$ cat src/rtl/spike_rate_decoder.sv
// Spike-rate decoder: counts spikes over WINDOW enabled cycles and hands each
// count downstream on valid/ready; also tracks the latest inter-spike interval.
module spike_rate_decoder #(
   parameter int WINDOW = 16,
   parameter int CNT_W  = 5,
   parameter int ISI_W  = 8
) (
   input  logic             clk,
   input  logic             rst,
   input  logic             en,
   input  logic             spike_in,
   output logic             rate_valid,
   input  logic             rate_ready,
   output logic [CNT_W-1:0] rate_count,
   output logic [ISI_W-1:0] last_isi,
   output logic             isi_valid,
   output logic             overrun
);

   localparam int WC_W = $clog2(WINDOW);
   localparam logic [WC_W-1:0] W_LAST = WC_W'(WINDOW - 1);

   logic [WC_W-1:0]  wcnt;
   logic [CNT_W-1:0] acc;
   logic [ISI_W-1:0] icnt;
   logic             seen;

   function automatic logic [CNT_W-1:0] sat_cnt(input logic [CNT_W-1:0] a,
                                                input logic inc);
      if (&a) return a;
      return a + CNT_W'(inc);
   endfunction

   function automatic logic [ISI_W-1:0] sat_isi(input logic [ISI_W-1:0] a);
      if (&a) return a;
      return a + ISI_W'(1);
   endfunction

   always_ff @(posedge clk) begin
      if (!rst) begin
         wcnt       <= '0;
         acc        <= '0;
         icnt       <= '0;
         seen       <= 1'b0;
         rate_valid <= 1'b0;
         rate_count <= '0;
         last_isi   <= '0;
         isi_valid  <= 1'b0;
         overrun    <= 1'b0;
      end else begin
         // An accept and a close on the same edge: the close assignment below wins.
         if (rate_valid && rate_ready)
            rate_valid <= 1'b0;

         if (en) begin
            if (wcnt == W_LAST) begin
               wcnt       <= '0;
               acc        <= '0;
               rate_count <= sat_cnt(acc, spike_in);
               rate_valid <= 1'b1;
               if (rate_valid && !rate_ready)
                  overrun <= 1'b1;
            end else begin
               wcnt <= wcnt + WC_W'(1);
               acc  <= sat_cnt(acc, spike_in);
            end

            if (spike_in) begin
               if (seen) begin
                  last_isi  <= sat_isi(icnt);
                  isi_valid <= 1'b1;
               end
               icnt <= '0;
               seen <= 1'b1;
            end else begin
               icnt <= sat_isi(icnt);
            end
         end
      end
   end

endmodule

$ cat config.mk
export PLATFORM = sky130hd
export DESIGN_NAME = spike_rate_decoder
export DESIGN_NICKNAME = d
export VERILOG_FILES = /design/src/rtl/spike_rate_decoder.sv
export SDC_FILE = /design/constraint.sdc
export NUM_CORES = 1
export LEC_CHECK = 0
export CAP_MARGIN = 30
export CORE_MARGIN = 4
export CORE_UTILIZATION = 48
export CTS_CLUSTER_SIZE = 24
export DETAILED_ROUTE_END_ITERATION = 8
export PLACE_DENSITY = 0.74
export SLEW_MARGIN = 40
export SYNTH_ARGS = -nofsm -noshare
export SYNTH_HDL_FRONTEND = slang
export SYNTH_SLANG_ARGS = --single-unit
$ cat constraint.sdc
create_clock -name clk -period 1.77 [get_ports clk]
set_clock_uncertainty 0.05 [all_clocks]
set_input_delay 0.354 -clock clk [delete_from_list [all_inputs] [get_ports clk]]
set_output_delay 0.354 -clock clk [all_outputs]
set_load 0.01 [all_outputs]
==> results of run 1 <==
final cells by class:
class / instances / area share (%)
clock buffer: 6 / 2.58
clock inverter: 1 / 1.51
inverter: 2 / 0.378
multi-input combinational: 131 / 43.1
sequential: 34 / 34.3
tap: 44 / 2.77
timing repair buffer: 34 / 15.4
state kept, by name (all words and copies together) (netlist names):
signal / flops
isi_valid: 1
icnt: 8
seen: 1
acc: 5
rate_count: 5
last_isi: 8
overrun: 1
wcnt: 4
rate_valid: 1
cell usage in the layout, fill, tap and decap left out, types with 4 or more instances in the layout:
master                            count
sky130_fd_sc_hd__nand2_1             14
sky130_fd_sc_hd__and3_1               4
sky130_fd_sc_hd__mux2i_1              4
sky130_fd_sc_hd__a21oi_1             12
sky130_fd_sc_hd__nand3_1              7
sky130_fd_sc_hd__clkbuf_4             5
sky130_fd_sc_hd__nor2_1               5
sky130_fd_sc_hd__nor3_1               6
sky130_fd_sc_hd__buf_4               14
sky130_fd_sc_hd__a21boi_0             4
sky130_fd_sc_hd__dfxtp_1             33
sky130_fd_sc_hd__nor2b_1              7
sky130_fd_sc_hd__nand2b_1             5
sky130_fd_sc_hd__ha_1                 4
sky130_fd_sc_hd__o21ai_0             13
sky130_fd_sc_hd__a31oi_1              7
sky130_fd_sc_hd__o311a_1              4
sky130_fd_sc_hd__clkdlybuf4s50_1     20
sky130_fd_sc_hd__and4_2               4
power groups by stage:
stage          Combinational (mW)  Sequential [mW]  Clock [mW]
2_1_floorplan              0.0587            0.811           0
3_3_place_gp                0.109            0.809           0
3_5_place_dp                0.113            0.810           0
4_1_cts                     0.114            0.792       0.606
5_1_grt                     0.126            0.795       0.648
6_report                    0.113            0.792       0.582
through the flow:
stage	instances	worst slack [ps]	area, um^2	total power, mW
2_1_floorplan	177	92.0	1590	0.869
3_3_place_gp	245	-150	1900	0.918
3_5_place_dp	245	-202	1900	0.923
4_1_cts	252	45.3	1990	1.51
5_1_grt	252	11.5	1990	1.57
6_report	252	77.9	1990	1.49
timing repair:
action | 4_1_cts | 5_1_grt
gates resized for setup | 0 | 1
endpoints found under the setup margin | 0 | 1
endpoints found under the hold margin | 0 | 0
final timing paths:
kind	startpoint	end	slack [ps]	depth (start not counted)
worst max-delay path	rate_count[4]	rate_count[4]	80	1
worst min-delay path	overrun	overrun	430	1
worst min register to register	overrun	overrun	430	1
worst max register to register	icnt[1]	last_isi[0]	190	6
kinds of logic after synthesis:
group                    synth area share (%)
AO/OA/AOI/OAI                            22.6
buffers and inverters                    3.46
XOR/XNOR                                 3.30
adder cells (fa/ha/maj)                  3.14
flip-flops                               42.8
AND/OR/NAND/NOR                          22.2
multiplexers                             2.52
metal layers:
| metal | vias up | track usage [%] | routed length [um] |
|---|---|---|---|
| met5 | - | 0 | 0 |
| met4 | 0 | 9.33 | 65 |
| met3 | 6 | 4.79 | 173 |
| met2 | 42 | 29.7 | 1690 |
| met1 | 670 | 24.5 | 1660 |
| li1 | 715 | - | - |
==> impl_summary.md, run 1 <==
Route
Once detail routing completed, the nets flagged for antenna violations numbered 0. The number of iterations in the first detailed-routing pass is 4. The final layout contains routed wiring with a total length of 3580 um. The routed layout has 1,433 vias.

The remaining design rule violation count is 0. Dividing the detail-routed wire length by the instance count gives 14.2 um. In the routed layout, each cell is associated on average with a via count of 5.69. The violation count after the first detailed-route iteration is 92.

CTS
The clock latency at the later pin of the worst-skew pair is 340 ps. The buffer count from post-CTS setup fixing is 0. TritonCTS built the clock tree. After clock tree synthesis, the flow added hold-fix buffers numbering 0. The H-tree was split into 2 levels. The maximum number of buffers from clock root to sink is 2. The buffer type at the clock tree root is sky130_fd_sc_hd__clkbuf_4. The CTS buffer count is 5. Clock-pin slew was measured on the worst setup and hold paths at 100 ps. The sink count of the clock tree is 34.

STA
Setup repair after global routing left no endpoint under its margin. The worst hold slack across all endpoints is 428 ps. Measured against its own limit, the worst slew margin works out to 74.5%. The hold violation count in the final report was 0. The worst path uses 95.6% of the clock period. Setup total negative slack on the finished layout was measured at 0 ps. At the pin with the least slew margin, the transition time is 380 ps. The maximum clock frequency is 0.591 GHz. The final-report setup violation count is 0. The number of slew-limit violations in the final report is 0.

After layout, the minimum clock period comes to 1690 ps.

Pwr
The internal power contribution is 1.16 mW. The reported leakage power is 0.757 nW. Registers are responsible for 53.3% of the overall power.

The part of the total power dissipated in combinational logic is 7.6%. The clock network power share is 39.1%. Dividing total power by cell area gives a power density of 749 nW/um^2. The analysis attributes to net switching a power of 0.324 mW. The worst-case IR drop observed on VDD is 0.616 mV. Net switching is 21.8% of the power.

Worst setup path
The dominant delay contributor by cell family on the critical path is buffers and inverters. The critical path goes through clkdlybuf4s50_1. The count of buffer and inverter cells on the critical path is 1.

The critical path required time is 1370 ps. The type of element launching the critical path is a register. The largest incremental delay on the critical path is 570 ps. The critical path in this run is classified as reg2out.

The cell with the largest stage delay on the worst path is sky130_fd_sc_hd__clkdlybuf4s50_1. The critical path capture point type is an output pin. At the worst endpoint, the arrival time is 1290 ps. The maximum net fanout on the critical path is 2.

Floorplanning
The total area inside the core boundary comes to 3100 um^2. The horizontal die dimension is 65.6 um. The floorplan has 20 rows. The initial core utilization is 51.3%.

Pin placement for this block handled 21 I/O pins. Measured along the y axis, the die boundary spans 65.6 um. The full die area is 4300 um^2.

Finish
In the final layout, the share of cells above drive strength 1 is 13.5%. The multi-input logic area is 856 um^2. At the end of the flow the core is filled with cells to 64.0%.

The count of fill cells added during filler insertion is 288. The number of antenna diodes in the final layout is 0. Compared with the post-synthesis result, the final layout area differs by 24.8%. The final layout contains 217 nets.

Across the whole layout, storage elements account for 682 um^2.

GRT
The largest net degree at the start of global routing is 21. The first global-routing pass estimated 6220 um of wire. The number of antenna violations at the first check in global routing is 0. For this run, the total global-route usage over all layers was measured as 19.1%.

After global routing the overflow that remains totals 0. The number of global-route vias before repair is 1,368.

Place
The global placer's final weighted congestion is 0.840. During placement, the flow inserted port buffers numbering 20. The HPWL reported at the end of detailed placement is 2700 um.

Logic synthesis
Counting flops with a built-in enable in the synthesized netlist gives 0. The portion of the post-synthesis area used by sequential elements is 42.8%. The share of the synthesized area in the top cell type is 42.8%. The synthesized design spends more area on one cell type than any other, namely sky130_fd_sc_hd__dfxtp_1. The cell count after synthesis came out at 177. Dividing the synthesized area by the synthesized cell count gives 8.99 um^2.

By instance count, the leading cell after synthesis is sky130_fd_sc_hd__dfxtp_1. The number of nets in the synthesized netlist is 186. The share of async-settable or async-resettable flops after synthesis is 0%. In the synthesized netlist the dominant register cell turns out to be sky130_fd_sc_hd__dfxtp_1. The Yosys step of the flow raised 0 warnings. The synthesized netlist contains 40 unique library cells. After synthesis the netlist holds a flip-flop and latch count of 34. After synthesis, the cell types taking the most area are sky130_fd_sc_hd__dfxtp_1 43%, sky130_fd_sc_hd__o21ai_0 4.1%, sky130_fd_sc_hd__a21oi_1 3.8%. After synthesis the cells add up to 1590 um^2. The commonest cells after synthesis are 34 x sky130_fd_sc_hd__dfxtp_1, 14 x sky130_fd_sc_hd__nand2_1, 13 x sky130_fd_sc_hd__o21ai_0, 12 x sky130_fd_sc_hd__a21oi_1.

Run
The reported max-cap violation count is 0.

Hold path
The worst min-delay path category is reg2reg.

Outcome
The run finished with clean final reports.
(Power assumes the default switching activity.)
==> run 2, diff against run 1 <==
GPL_ROUTABILITY_DRIVEN = 0   (was default)
==> impl_summary.md, run 2 (synthesis results as in run 1) <==
Route
The via density per instance is 5.59 (-1.6%). The number of iterations in the first detailed-routing pass is 5 (+1). The total number of vias is 1,415 (-1.3%). The average detailed-routed wire length per instance was 13.7 um (-3.3%). The total detailed-routing wirelength came to 3480 um (-3.0%). The remaining design rule violation count is 0 (unchanged). The count of antenna-violating nets left after detailed routing is 0 (unchanged). The violation count after the first detailed-route iteration is 92 (unchanged).

GRT
The largest net degree at the start of global routing was 21 (unchanged). The number of antenna violations at the first check in global routing is 0 (unchanged). The total overflow reported by the global router is 0 (unchanged). The first-pass GRT wire length is 6070 um (-2.4%). The number of global-route vias before repair came to 1,387 (+1.4%). The total global-route track usage is 18.2% (-0.86 points).

CTS
The number of cells upsized or downsized after cts is 0 (unchanged). The maximum level of the CTS H-tree is 2 (unchanged). The CTS tree is done. The maximum number of buffers from clock root to sink is 2 (unchanged).

The cts-stage hold buffer count is 0 (unchanged). The buffer count from post-CTS setup fixing came to 0 (unchanged). The clock-pin slew on the worst setup and hold paths came to 100 ps (about the same). The clock latency at the later pin of the worst-skew pair came to 330 ps (about the same). The CTS buffer count was 5 (unchanged).

The sink count of the clock tree was 34 (unchanged). The cell sitting at the root of the clock tree is a sky130_fd_sc_hd__clkbuf_4.

Floorplanning
The full die area is 4300 um^2 (unchanged). The floorplan row count is 20 (unchanged). The horizontal die dimension is 65.6 um (unchanged). The initial core utilization is 51.3% (unchanged). The core box area is 3100 um^2 (unchanged). The count of boundary I/O pins is 21 (unchanged). The die boundary height was 65.6 um (unchanged).

Hold path
The min-delay analysis places its worst path in the category reg2reg.

Finish
The largest registers in the layout are icnt: 8 flops, last_isi: 8 flops. The share of the core filled with cells is 63.6% (-0.44 points). The area growth from synthesis to final layout is 24.0%. The number of inserted diodes is 0 (unchanged). The layout cell share with drive strength beyond 1 is 13.9% (+0.41 points).

The final instance area came to 1970 um^2 (-0.69%). In the layout the commonest cells are 33 x sky130_fd_sc_hd__dfxtp_1, 20 x sky130_fd_sc_hd__clkdlybuf4s50_1, 14 x sky130_fd_sc_hd__nand2_1, 14 x sky130_fd_sc_hd__buf_4, 13 x sky130_fd_sc_hd__o21ai_0. The library cell used most frequently in the layout, excluding fill and tap cells, is sky130_fd_sc_hd__dfxtp_1.

The number of nets at the end of the flow is 217 (unchanged).

STA
The final-report setup violation count is 0 (unchanged). The portion of the clock cycle consumed by the worst path in the final layout came to 95.6% (about the same). The worst max-slew margin expressed relative to the limit is 72.7% (-1.8 points). The number of slew-limit violations in the final report is 0 (unchanged).

The maximum clock frequency is 0.591 GHz (about the same). The setup slack of the critical path after layout is 77.1 ps (-0.794 ps). The worst hold slack across all endpoints was 431 ps (+2.93 ps). The hold violation count in the final report is 0 (unchanged). Setup repair after global routing left no endpoint under its margin.

The actual slew at the worst max-slew pin is 406 ps (+26.6 ps). The minimum period implied by the final worst setup slack is 1690 ps (+0.794 ps).

Worst setup path
STA classifies the critical path endpoint as a register. On the critical path the largest part of the delay comes from compound AO/OA/AOI/OAI gates. Among all stages on the critical path, the largest delay is contributed by sky130_fd_sc_hd__clkdlybuf4s50_1.

Walking the worst path, the cells encountered are clkdlybuf4s50_1 > ha_1 > ha_1 > a31oi_1 > a41oi_2 > a22oi_1 > nor2b_1. The count of buffer and inverter cells on the critical path was 1 (unchanged). The critical path in this run is classified as in2reg. The maximum net fanout on the critical path is 5 (+3). The data arrival time of the worst path is 1870 ps (+580 ps). The type of element launching the critical path is an input pin. The critical path required time is 1950 ps (+580 ps).

The largest incremental delay on the critical path was 450 ps (-120 ps). Among the stages of the critical path, the cell type that occurs most often is sky130_fd_sc_hd__ha_1.

Run
The reported max-cap violation count is 0 (unchanged).

Outcome
The run finished with clean final reports.

Place
The HPWL reported at the end of detailed placement was 2570 um (-4.9%). The placed cell area was 1900 um^2 (unchanged). The number of port buffers is 20 (unchanged). The post-place setup slack is -262 ps (-59.8 ps).

Pwr
The power per standard cell area is 683 nW/um^2 (-8.8%). The worst supply voltage drop on vdd was 0.438 mV (-29%). The reported leakage power is 0.748 nW (-1.1%).
-- run 2: cell types whose count changed in the layout (fill, tap and decap cells not counted), sizes merged --
cell,change
bufinv,-1
clkbuf,+1
clkinv,+1
-- run 2: final cells by class --
cell class,instances,area [um^2]
fill,291,1130
tap,44,55.1
multi-input combinational,131,863
sequential,34,682
inverter,2,7.51
clock inverter,1,5.00
timing repair buffer,34,305
clock buffer,7,55.1
-- run 2: worst register-to-register path, stage by stage (launching register included) --
cell and delay (ps):
sky130_fd_sc_hd__dfxtp_2 370, sky130_fd_sc_hd__ha_1 190, sky130_fd_sc_hd__nand4_2 110, sky130_fd_sc_hd__or2_1 290, sky130_fd_sc_hd__buf_4 180, sky130_fd_sc_hd__xnor2_1 130, sky130_fd_sc_hd__o21ai_0 180
-- run 2: path summary, 6_finish.rpt --
kind                            slack [ps]           to      from  depth (start not counted)
worst min register to register         430      overrun   overrun                          1
worst max register to register         200  last_isi[0]   icnt[1]                          6
worst min-delay path                   430      overrun   overrun                          1
worst max-delay path                    80       acc[4]  spike_in                          7
-- run 2: per-layer routing --
metal / track usage, % / up-vias / routed length (um)
li1: - / 721 / -
met1: 24.2 / 652 / 1740
met5: 0 / - / 0
met2: 28.2 / 34 / 1540
met4: 7.77 / 0 / 63
met3: 4.27 / 8 / 136
-- run 2: power by group --
| group | switching, mW | total [mW] | internal [mW] |
|---|---|---|---|
| clock network | 0.248 | 0.441 | 0.192 |
| registers | 0.0130 | 0.793 | 0.780 |
| logic | 0.0583 | 0.114 | 0.0553 |
| total | 0.320 | 1.35 | 1.03 |
-- run 2: stage by stage --
| step | power, mW | setup TNS [ps] | cells |
|---|---|---|---|
| finish | 1.35 | 0 | 253 |
| global route | 1.41 | 0 | 253 |
| CTS | 1.36 | 0 | 253 |
| detailed placement | 0.923 | -1290 | 245 |
| global placement | 0.918 | -633 | 245 |
| floorplan | 0.869 | 0 | 177 |
